File: src/rtl/parity_scan_ctrl.sv
// parity_scan_ctrl
//
// Purpose:
//   Walks a latched WIDTH-bit word through one external 3-input even-parity
//   cell, one 3-bit group per cycle, starting with the least significant
//   group. Each group's cell result is stored in MASK, and the number of
//   even groups is accumulated in COUNT. When the last group is done, the
//   block raises a one-cycle DONE pulse.
//
// Ports:
//   CLK       rising-edge clock
//   RST       synchronous active-high reset
//   START     scan request, accepted only in IDLE or DONE
//   DATA      word to scan, sampled on the accepted START edge
//   CELL_A/B/C  current group bits {3*idx+2, 3*idx+1, 3*idx} to the cell
//   CELL_F    combinational cell result for the current group
//   BUSY      high while the scan is running
//   DONE      one-cycle completion pulse
//   MASK      per-group cell results (bit i = group i)
//   COUNT     number of groups whose cell result was 1
//   ALL_EVEN  high when every group in the last finished scan was even

module parity_scan_ctrl #(
  parameter int WIDTH = 12,
  parameter int CNT_W = 3,
  localparam int NGRP = WIDTH / 3
) (
  input  logic             CLK,
  input  logic             RST,
  input  logic             START,
  input  logic [WIDTH-1:0] DATA,
  output logic             CELL_A,
  output logic             CELL_B,
  output logic             CELL_C,
  input  logic             CELL_F,
  output logic             BUSY,
  output logic             DONE,
  output logic [NGRP-1:0]  MASK,
  output logic [CNT_W-1:0] COUNT,
  output logic             ALL_EVEN
);

  localparam int IDX_W = (NGRP > 1) ? $clog2(NGRP) : 1;

  typedef enum logic [1:0] {ST_IDLE, ST_RUN, ST_DONE} state_t;

  state_t           r_state;
  state_t           w_nextState;
  logic [IDX_W-1:0] r_idx;
  logic [WIDTH-1:0] r_word;
  logic [NGRP-1:0]  r_mask;
  logic [CNT_W-1:0] r_count;
  logic             r_allEven;
  logic [2:0]       w_group;
  logic [NGRP-1:0]  w_maskNext;
  logic             w_lastGrp;
  logic             w_accept;

  // START is only honoured once the previous scan has finished.
  assign w_accept  = START && (r_state != ST_RUN);
  assign w_lastGrp = (r_idx == IDX_W'(NGRP - 1));
  assign w_group   = r_word[3*r_idx +: 3];

  // The mask with the current group's result merged in. This value feeds
  // both the mask register and the ALL_EVEN decision on the final group.
  always_comb begin
    w_maskNext        = r_mask;
    w_maskNext[r_idx] = CELL_F;
  end

  // State register
  always_ff @(posedge CLK) begin
    if (RST) begin
      r_state <= ST_IDLE;
    end else begin
      r_state <= w_nextState;
    end
  end

  // Next-state logic. DONE is a pass-through state that lasts one cycle,
  // unless START arrives again and begins a back-to-back scan.
  always_comb begin
    w_nextState = r_state;
    case (r_state)
      ST_IDLE: if (START) w_nextState = ST_RUN;
      ST_RUN:  if (w_lastGrp) w_nextState = ST_DONE;
      ST_DONE: w_nextState = START ? ST_RUN : ST_IDLE;
      default: w_nextState = ST_IDLE;
    endcase
  end

  // Datapath: latch the word on an accepted START, then collect one
  // cell result per RUN cycle. Results hold outside RUN until the next START.
  always_ff @(posedge CLK) begin
    if (RST) begin
      r_idx     <= '0;
      r_word    <= '0;
      r_mask    <= '0;
      r_count   <= '0;
      r_allEven <= 1'b0;
    end else if (w_accept) begin
      r_word    <= DATA;
      r_idx     <= '0;
      r_mask    <= '0;
      r_count   <= '0;
      r_allEven <= 1'b0;
    end else if (r_state == ST_RUN) begin
      r_mask  <= w_maskNext;
      r_count <= r_count + CNT_W'(CELL_F);
      if (w_lastGrp) begin
        r_allEven <= &w_maskNext;
      end else begin
        r_idx <= r_idx + 1'b1;
      end
    end
  end

  // Output logic. The cell is driven only during RUN so that it sees a
  // quiet zero input the rest of the time.
  always_comb begin
    BUSY   = (r_state == ST_RUN);
    DONE   = (r_state == ST_DONE);
    CELL_A = 1'b0;
    CELL_B = 1'b0;
    CELL_C = 1'b0;
    if (r_state == ST_RUN) begin
      CELL_A = w_group[2];
      CELL_B = w_group[1];
      CELL_C = w_group[0];
    end
  end

  assign MASK     = r_mask;
  assign COUNT    = r_count;
  assign ALL_EVEN = r_allEven;

endmodule

File: config.mk
export PLATFORM = sky130hd
export DESIGN_NAME = parity_scan_ctrl
export DESIGN_NICKNAME = d
export VERILOG_FILES = /design/src/rtl/parity_scan_ctrl.sv
export SDC_FILE = /design/constraint.sdc
export NUM_CORES = 1
export LEC_CHECK = 0
export ABC_CLOCK_PERIOD_IN_PS = 2200
export CAP_MARGIN = 20
export CELL_PAD_IN_SITES_DETAIL_PLACEMENT = 1
export CELL_PAD_IN_SITES_GLOBAL_PLACEMENT = 1
export CORE_ASPECT_RATIO = 0.9
export CORE_MARGIN = 2
export CORE_UTILIZATION = 38
export CTS_BUF_LIST = sky130_fd_sc_hd__clkbuf_16
export CTS_CLUSTER_DIAMETER = 200
export DETAILED_ROUTE_END_ITERATION = 12
export PLACE_DENSITY_LB_ADDON = 0.1
export SYNTH_ARGS = -nofsm -noshare
export SYNTH_HDL_FRONTEND = slang
export SYNTH_SLANG_ARGS = --single-unit
File: constraint.sdc
create_clock -name CLK -period 2.2 [get_ports CLK]
set_input_delay 0.44 -clock CLK [delete_from_list [all_inputs] [get_ports CLK]]
set_output_delay 0.44 -clock CLK [all_outputs]
set_load 0.03 [all_outputs]
== Yosys cells after proc, flatten, opt, wreduce, memory -nomap -nowiden ==
Cells that the tools add are included.
Word-level totals
  register bits: 24
  logic and storage cells: 37
  bits of input ports: 16
Operators by class
  $mul: 1
  bitwise logic cells: 1
  $lt $le $gt $ge: 2
  reduce and logical (&&, ||, !) cells: 8
  equality and inequality tests: 6
  shift-type cells: 1
  add/sub/neg operators: 2
  muxes and demuxes: 10
Operator list (count)
  $shiftx 12x5->3: 1
  $pmux 2 s3: 1
  $reduce_and 2->1: 3
  $mux 1: 5
  $bwmux 4: 1
  $eq 2x2->1 const B: 2
  $mul 2x2->4 const A: 1
  $mux 2: 2
  $ne 2x1->1 const B: 2
  $reduce_and 4->1: 1
  $add 3x1->3: 1
  $lt 2x3->1 const B: 1
  $add 2x1->2 const B: 1
  $demux 1 s2: 1
  $eq 2x1->1 const B: 1
  $ge 2x1->1 const B: 1
  $logic_and 1x1->1: 2
  $logic_not 2->1: 1
  $ne 2x2->1 const B: 1
  $reduce_or 2->1: 1
  $not 1->1: 1

== Depth between registers and ports, before layout ==
Gate-level depths: netlist of the first run.
  word-level depth: 6
  mapped depth: 6

== Least setup slack after synthesis of the first run ==
No wires, ideal clock.
  kind: reg2out
  start: register r_idx[0]
  end: output CELL_A
  buffers on the path: 1
  required time: 1.760 ns
  arrival: 1.212 ns
  cell stages (with the launch flop): 4
  path slack: 0.548 ns
  cell sequence: dfxtp_1 > buf_6 > mux4_2 > and2_1
On the way
  cells in the longest elaborated chain, start to end: 3
RTL lines
  start, declared: line 49  | logic [IDX_W-1:0] r_idx;
  start signal, assigned: line 113  | r_idx <= r_idx + 1'b1;
  $mul 2x2->4: line 62  | assign w_group = r_word[3*r_idx +: 3];
  $shiftx 12x5->3: line 62
  $mux 1: line 126  | if (r_state == ST_RUN) begin
  end, declared: line 32  | output logic CELL_A,
Every way passes these cells.

== Worst setup path after layout of the first run ==
  start: register r_idx[0]
  end: output CELL_C
On the way
  cells in the longest elaborated chain, start to end: 3
RTL lines
  $mul 2x2->4: line 62
  $shiftx 12x5->3: line 62
  $mux 1: line 126
  end, declared: line 34  | output logic CELL_C,
Every way passes these cells.

==> results of run 1 <==
## area by class of cell
| class | count | share of cell area (%) |
|---|---|---|
| multi-input combinational | 87 | 38.20 |
| sequential | 24 | 31.48 |
| timing repair buffer | 33 | 20.16 |
| clock buffer | 3 | 4.918 |
| tap | 40 | 3.279 |
| inverter | 8 | 1.967 |
## per-layer routing
metal  vias to the layer above  wire length [µm]  GRT usage (%)
met5                         -                 0              0
met4                         0                25          5.471
met3                         4               102          3.023
met2                        18              1367          29.17
met1                       478              1294          23.78
li1                        499                 -              -
## path summary, 6_finish.rpt
kind | startpoint | to | slack (ps)
setup / recovery | r_idx[0] | CELL_C | 100
hold / removal | ALL_EVEN | ALL_EVEN | 460
setup reg to reg | r_idx[0] | ALL_EVEN | 580
hold reg to reg | ALL_EVEN | ALL_EVEN | 460
## state kept, by name, indices dropped and copies added (netlist names)
name,flops
ALL_EVEN,1
COUNT,3
MASK,4
r_idx,2
r_state,2
r_word,12
## placed cells by master, fill, tap and decap left out, drive strengths merged
master	count
clkbuf	3
a21oi	21
o22ai	1
nand2b	1
and2	3
nand3b	2
a21o	1
clkdlybuf4s50	24
ha	6
inv	8
nand2	7
xnor2	1
xor2	1
nand3	16
o21ai	17
and2b	1
nor3b	1
or3	1
dfxtp	24
mux4	3
nor2	4
buf	9
## synthesized netlist by cell type
cell,number,area (µm²)
a21o_1,1,7.510
mux4_2,3,67.56
nand3b_1,2,15.01
xor2_1,1,8.760
o22ai_1,1,6.260
clkbuf_1,3,11.26
nor2_1,2,7.510
buf_2,2,10.01
inv_1,8,30.03
and2b_2,1,8.760
nand2_1,7,26.28
nand2b_1,1,6.260
dfxtp_1,24,480.5
a21oi_2,8,70.07
buf_6,2,22.52
xnor2_1,1,8.760
nor3b_1,1,7.510
nand3_1,16,80.08
ha_1,6,75.07
nor2_2,2,12.51
or3_1,1,6.260
buf_4,2,15.01
and2_1,3,18.77
o21ai_0,17,85.08
a21oi_1,13,65.06
## worst register-to-register path: stages (launching register included)
cell and delay (ps):
dfxtp_1 530, ha_1 310, nand3b_1 170, or3_1 410, a21oi_2 130
## per-stage QoR
stage | util (%) | total power [W] | area, µm²
final | 54.22 | 0.0009918 | 1526
after global routing | 54.22 | 0.001045 | 1526
after CTS | 54.22 | 0.001003 | 1526
after detailed placement | 51.56 | 0.0006233 | 1451
after global placement | 51.56 | 0.0006179 | 1451
after floorplan | - | 0.0005642 | 1152
## where the power goes
| part | total [W] | switching (W) | internal (W) |
|---|---|---|---|
| clock | 0.000379 | 0.000139 | 0.000240 |
| combinational | 0.000145 | 0.0000768 | 0.0000685 |
| sequential | 0.000468 | 0.0000148 | 0.000453 |
| total | 0.000992 | 0.000230 | 0.000762 |
## logic make-up (layout without fill, tap and decap cells)
logic type / count (synthesis) / count (layout) / synth area share, %
compound gates: 40 / 40 / 20.30
xor+xnor: 2 / 2 / 1.520
fa+ha+maj: 6 / 6 / 6.514
buf+inv: 17 / 44 / 7.709
flops: 24 / 24 / 41.69
mux: 3 / 3 / 5.863
simple gates: 36 / 36 / 16.40
==> run summary, run 1 <==
The run finished with clean final reports. The data arrival time at the worst-slack endpoint came out at 1660 ps. At the pin with the least slew margin, the transition time is 542.8 ps. The remaining max-slew budget at the tightest pin came out at 63.81%.

The height of the die is 56.24 µm. In the routed design, unresolved DRC markers number 0. The clock arrives with 1.710 ps of skew. The fraction of final layout cells with drive strength greater than 1 is 16.77%. The number of search-and-repair iterations in the first detailed-routing pass is 4. The number of core rows came out at 18. The mapped cell area is 1152 µm². The mean routed wirelength per cell came out at 14.30 µm. The starting DRC count in detailed routing is 30. The global placement routability congestion is 0.7265. The number of gates resized after CTS came out at 0. The gate family responsible for the most delay along the worst path is multiplexers.

The count of mapped cells out of synthesis came out at 128. Setup repair after global routing left no endpoint under its margin. In this run, synthesis produced a sequential element count of 24.

Across all layers, the routed design uses 999 vias. The maximum fanout along the worst path is 7. The worst setup path is captured at an output pin.

The cell count after placement is 192. The depth of the worst register-to-register path came out at 4. For this design, the sink count on the clock tree is 24. TritonCTS built the clock tree.

STA classifies the critical path startpoint as a flip-flop. The count of warnings emitted by yosys is 0. The effective utilization at floorplan is 40.93%. The overall die area is 3489 µm².

The post-route fraction of the period consumed by the critical path is 95.55%. Using the TritonRoute via totals, the vias-per-cell ratio works out to 5.123. The setup path with the least slack is of type flip-flop to output pin.

Port buffering added 28 buffers. The routed design has 2.789 mm of wire. The via count of the first global-routing pass is 1023. Setup slack on the critical path of the routed design comes to 97.99 ps. Relative to the synthesized area, the layout overhead comes to 32.46%. The number of I/O pins is 29. Global routing finished with a remaining overflow of 0.

After the flow finishes, the layout carries non-filler instances totaling 195. The number of buffers and inverters on the critical path is 1. The clock network latency to the later pin of the worst-skew pair came out at 250 ps. The critical path goes through mux4_2 -> and2_1 -> buf_4. In this run the deepest clock path goes through 2 buffers. The number of endpoints failing setup at the final stage is 0. The leakage power total is 0.5603 nW.

Counting the fill cells in the layout gives 337. In this run the standard cell core region covers 2815 µm². The total negative slack for setup checks came out at 0 ps. The multi-input combinational cells in the finished layout cover a total of 583.1 µm². The sequential area share after synthesis came out at 41.69%.

The post-place setup slack is 336.7 ps. The number of buffers inserted by post-CTS setup repair is 0. The antenna diode count is 0. The die is 62.05 µm wide. The time the worst path needs with I/O delays and setup came out at 2102 ps. The number of different library cells in the post-synthesis netlist came out at 25. In the global route stage, overall resource usage came out at 17.99%. The initial antenna violation count came out at 0. The largest net degree at the start of global routing is 20. The number of buffers added to fix hold violations after cts came out at 0. A synthesized cell averages 9.003 µm². The max-slew violation count is 0. The total power per unit cell area is 649.8 nW/µm². Along the worst hold path, the cell count comes to 2. The final count of hold timing violations came out at 0. The detailed placement HPWL came out at 2.100 mm. The total number of H-tree levels is 1. The register cell area after layout is 480.5 µm².

The worst min-delay path category is flip-flop to flip-flop. TritonCTS created 3 clock buffers. The number of nets in the finished design is 179. The net count after synthesis came out at 150. The maximum operating frequency came out at 0.4757 GHz. The smallest hold slack came out at 460.1 ps. The cell sitting at the root of the clock tree is a clkbuf_16.

The peak supply drop is 286.9 µV. The detail route stage leaves a number of antenna-violating nets equal to 0. The first-pass GRT wire length is 4.705 mm. For the worst setup path, the data required time is 1760 ps. The critical path's largest stage delay came out at 550 ps. The max-capacitance violation count is 0.

The total stage count of the critical path came out at 3. After clock tree synthesis, the clock-pin slew on the worst setup and hold paths is 60 ps. Among all stages on the critical path, the largest delay is contributed by mux4_2.
Note: power is estimated with default switching activity, not from simulation.
==> run 2, diff against run 1 <==
- CELL_PAD_IN_SITES_DETAIL_PLACEMENT: 1 -> 0
==> run 2 against run 1 <==
Net effect:
- non-clock buffer count is the same
- register-to-register slack better by 80 ps
- worst hold slack better by 3.2 ps
- wire length is 13% lower
- count of clock-buffer cells in the layout unchanged
- die area did not move
- global-route usage fell by 2.1 points
- largest power group is now clock
- highest routed layer unchanged
==> run summary, run 2 (same netlist as run 1, synthesis figures left out) <==
The remaining max-slew budget at the tightest pin is 63.88% (about the same). The count of antenna-violating nets left after detailed routing came out at 0 (unchanged). TritonCTS built the clock tree.

The global placement routability congestion is 0.7265 (unchanged). The part of the total power dissipated in combinational logic came out at 12.6% (-2.0 points). The leakage power total came out at 0.5748 nW (+2.6%).

The clock network latency to the later pin of the worst-skew pair came out at 260 ps (about the same). The peak supply drop was 402.2 µV (+40%). The data arrival time at the worst-slack endpoint came out at 1530 ps (-130 ps). The via count of the first global-routing pass was 948 (-7.3%). The number of core rows came out at 18 (unchanged). The measured slew at the worst slew-check pin came to 541.8 ps (-0.9581 ps). The largest net degree at the start of global routing was 20 (unchanged). The number of I/O pins came out at 29 (unchanged). The switching share of power is 21.42% (-1.8 points). The number of buffers added to fix hold violations after cts is 0 (unchanged). The total via count in the routed design is 989 (-1.0%). The initial antenna violation count is 0 (unchanged).

The power spent charging and discharging nets came to 0.0002406 W (+4.5%). The post-route fraction of the period consumed by the critical path is 89.48% (-6.1 points). The maximum fanout along the worst path came out at 7 (unchanged). The flow ran to the end, and the final reports show no timing, DRC or antenna violations. The number of buffers inserted by post-CTS setup repair came out at 0 (unchanged). Leaving out fill and tap cells, the most frequent cells in the layout are 24 x clkdlybuf4s50_1, 23 x dfxtp_1, 17 x o21ai_0. The maximum clock skew at final layout is 2.585 ps (+0.8743 ps). The horizontal die dimension is 62.05 µm (unchanged). The antenna diode count came out at 0 (unchanged). The height of the die is 56.24 µm (unchanged). The number of search-and-repair iterations in the first detailed-routing pass is 4 (unchanged). The total number of H-tree levels was 1 (unchanged). The core utilization of the finished layout is 55.33% (+1.1 points). The number of endpoints failing setup at the final stage came out at 0 (unchanged). The power share of the clock group is 45.8% (+7.6 points).

The fraction of final layout cells with drive strength greater than 1 is 17.95% (+1.2 points). The core footprint came out at 2815 µm² (unchanged). The max-capacitance violation count is 0 (unchanged). The time the worst path needs with I/O delays and setup is 1969 ps (-133.5 ps).

The clock transition time at the flip-flop clock pins of the worst setup and hold paths was 60 ps (about the same). The total length of routed wires is 2.418 mm (-13%). The final count of hold timing violations is 0 (unchanged).

The register containing the most flip-flops in the final layout is r_word. The number of nets in the finished design came out at 179 (unchanged). The CTS sink count came out at 24 (unchanged). The total negative slack for setup checks came to 0 ps (unchanged).

CTS placed an instance of clkbuf_16 at the clock tree root. The met1 demand-to-capacity share in global routing came out at 23.04% (-0.74 points). The number of gates resized after CTS came to 0 (unchanged).

The total internal power is 0.0008830 W (+16%). The part of the total power dissipated in sequential elements came to 41.6% (-5.6 points). The overall track demand over capacity in global routing came out at 15.94% (-2.1 points). The worst setup path is captured at an output pin.

The effective utilization at floorplan is 40.93% (unchanged). The remaining global-route overflow came to 0 (unchanged). From synthesis to final layout, the design area changed by 35.18%. The max-slew violation count came out at 0 (unchanged). The overall die area is 3489 µm² (unchanged). The met2 usage in global routing is 22.77% (-6.4 points). The data required time at the worst endpoint is 1760 ps (about the same).

The worst setup path is of the flip-flop to output pin kind. In this run the worst hold path is classified as flip-flop to flip-flop. The number of buffers inserted by port buffering is 28 (unchanged). Setup repair after global routing left no endpoint under its margin. The met3 demand-to-capacity share in global routing is 4.419% (+1.4 points). The maximum operating frequency came out at 0.5080 GHz (+6.8%). The total power per unit cell area is 721.3 nW/µm² (+11%). The maximum number of buffers from clock root to sink came to 2 (unchanged).

The detailed placement HPWL is 1.760 mm (-16%). The post-route DRC violation count is 0 (unchanged). The number of buffers created by CTS is 3 (unchanged). The mean routed wirelength per cell is 12.34 µm (-14%). The flip-flop count of the largest register, all copies and words added came out at 12 (unchanged).

The type of origin of the critical path is a flip-flop. The first-pass GRT wire length was 4.250 mm (-9.7%). The average vias per placed instance is 5.046 (-1.5%). Leaving out fill and tap cells, the most frequent cell in the layout is clkdlybuf4s50_1.

The starting DRC count in detailed routing is 33 (+10%). The peak-usage layer in the global routing report is met1.
[run 2: cell count changes in the layout (fill, tap and decap cells not counted), sizes merged]
cell / before / now
bufinv: 0 / 1
[run 2: cell type report]
cell class                 count  area [µm²]
tap                           40       50.05
multi-input combinational     87       583.1
inverter                       8       30.03
fill                         280        1257
clock inverter                 1       30.03
sequential                    24       481.7
timing repair buffer          33       307.8
clock buffer                   3       75.07
[run 2: worst paths after layout]
check | startpoint | to | slack, ps | cells after the start
hold / removal | ALL_EVEN | ALL_EVEN | 460 | 2
setup reg to reg | r_idx[1] | ALL_EVEN | 660 | 4
setup / recovery | r_idx[0] | CELL_C | 230 | 3
hold reg to reg | ALL_EVEN | ALL_EVEN | 460 | 2
[run 2: metrics by stage]
step / instance area, µm² / setup WS (ps) / cells / hold WS, ps / total power [W]
3_3_place_gp: 1451 / 380.6 / 192 / 446.2 / 0.0006179
6_report: 1558 / 231.5 / 196 / 463.3 / 0.001124
3_5_place_dp: 1451 / 352.5 / 192 / 455.2 / 0.0006199
5_1_grt: 1558 / 146.2 / 196 / 502.4 / 0.001169
4_1_cts: 1556 / 89.82 / 196 / 463.8 / 0.001138
2_1_floorplan: 1152 / 548.2 / 128 / 444.3 / 0.0005642
[run 2: critical path: stages, from the launching register on]
cell	delay, ps
dfxtp_2	440
mux4_2	510
and2_1	160
buf_4	160
[run 2: metal layers]
metal / up-vias / share of wire (%) / wire length [µm]
li1: 499 / - / -
met3: 4 / 4.7 / 114
met2: 22 / 44 / 1067
met1: 464 / 50 / 1213
met5: - / 0 / 0
met4: 0 / 0.87 / 21
[run 2: power groups by stage]
stage / clock [W] / combinational (W) / sequential, W
after floorplan: 0 / 0.0000901 / 0.000474
after global placement: 0 / 0.000142 / 0.000476
after detailed placement: 0 / 0.000143 / 0.000477
after CTS: 0.000528 / 0.000143 / 0.000467
after global routing: 0.000541 / 0.000158 / 0.000471
final: 0.000515 / 0.000142 / 0.000468
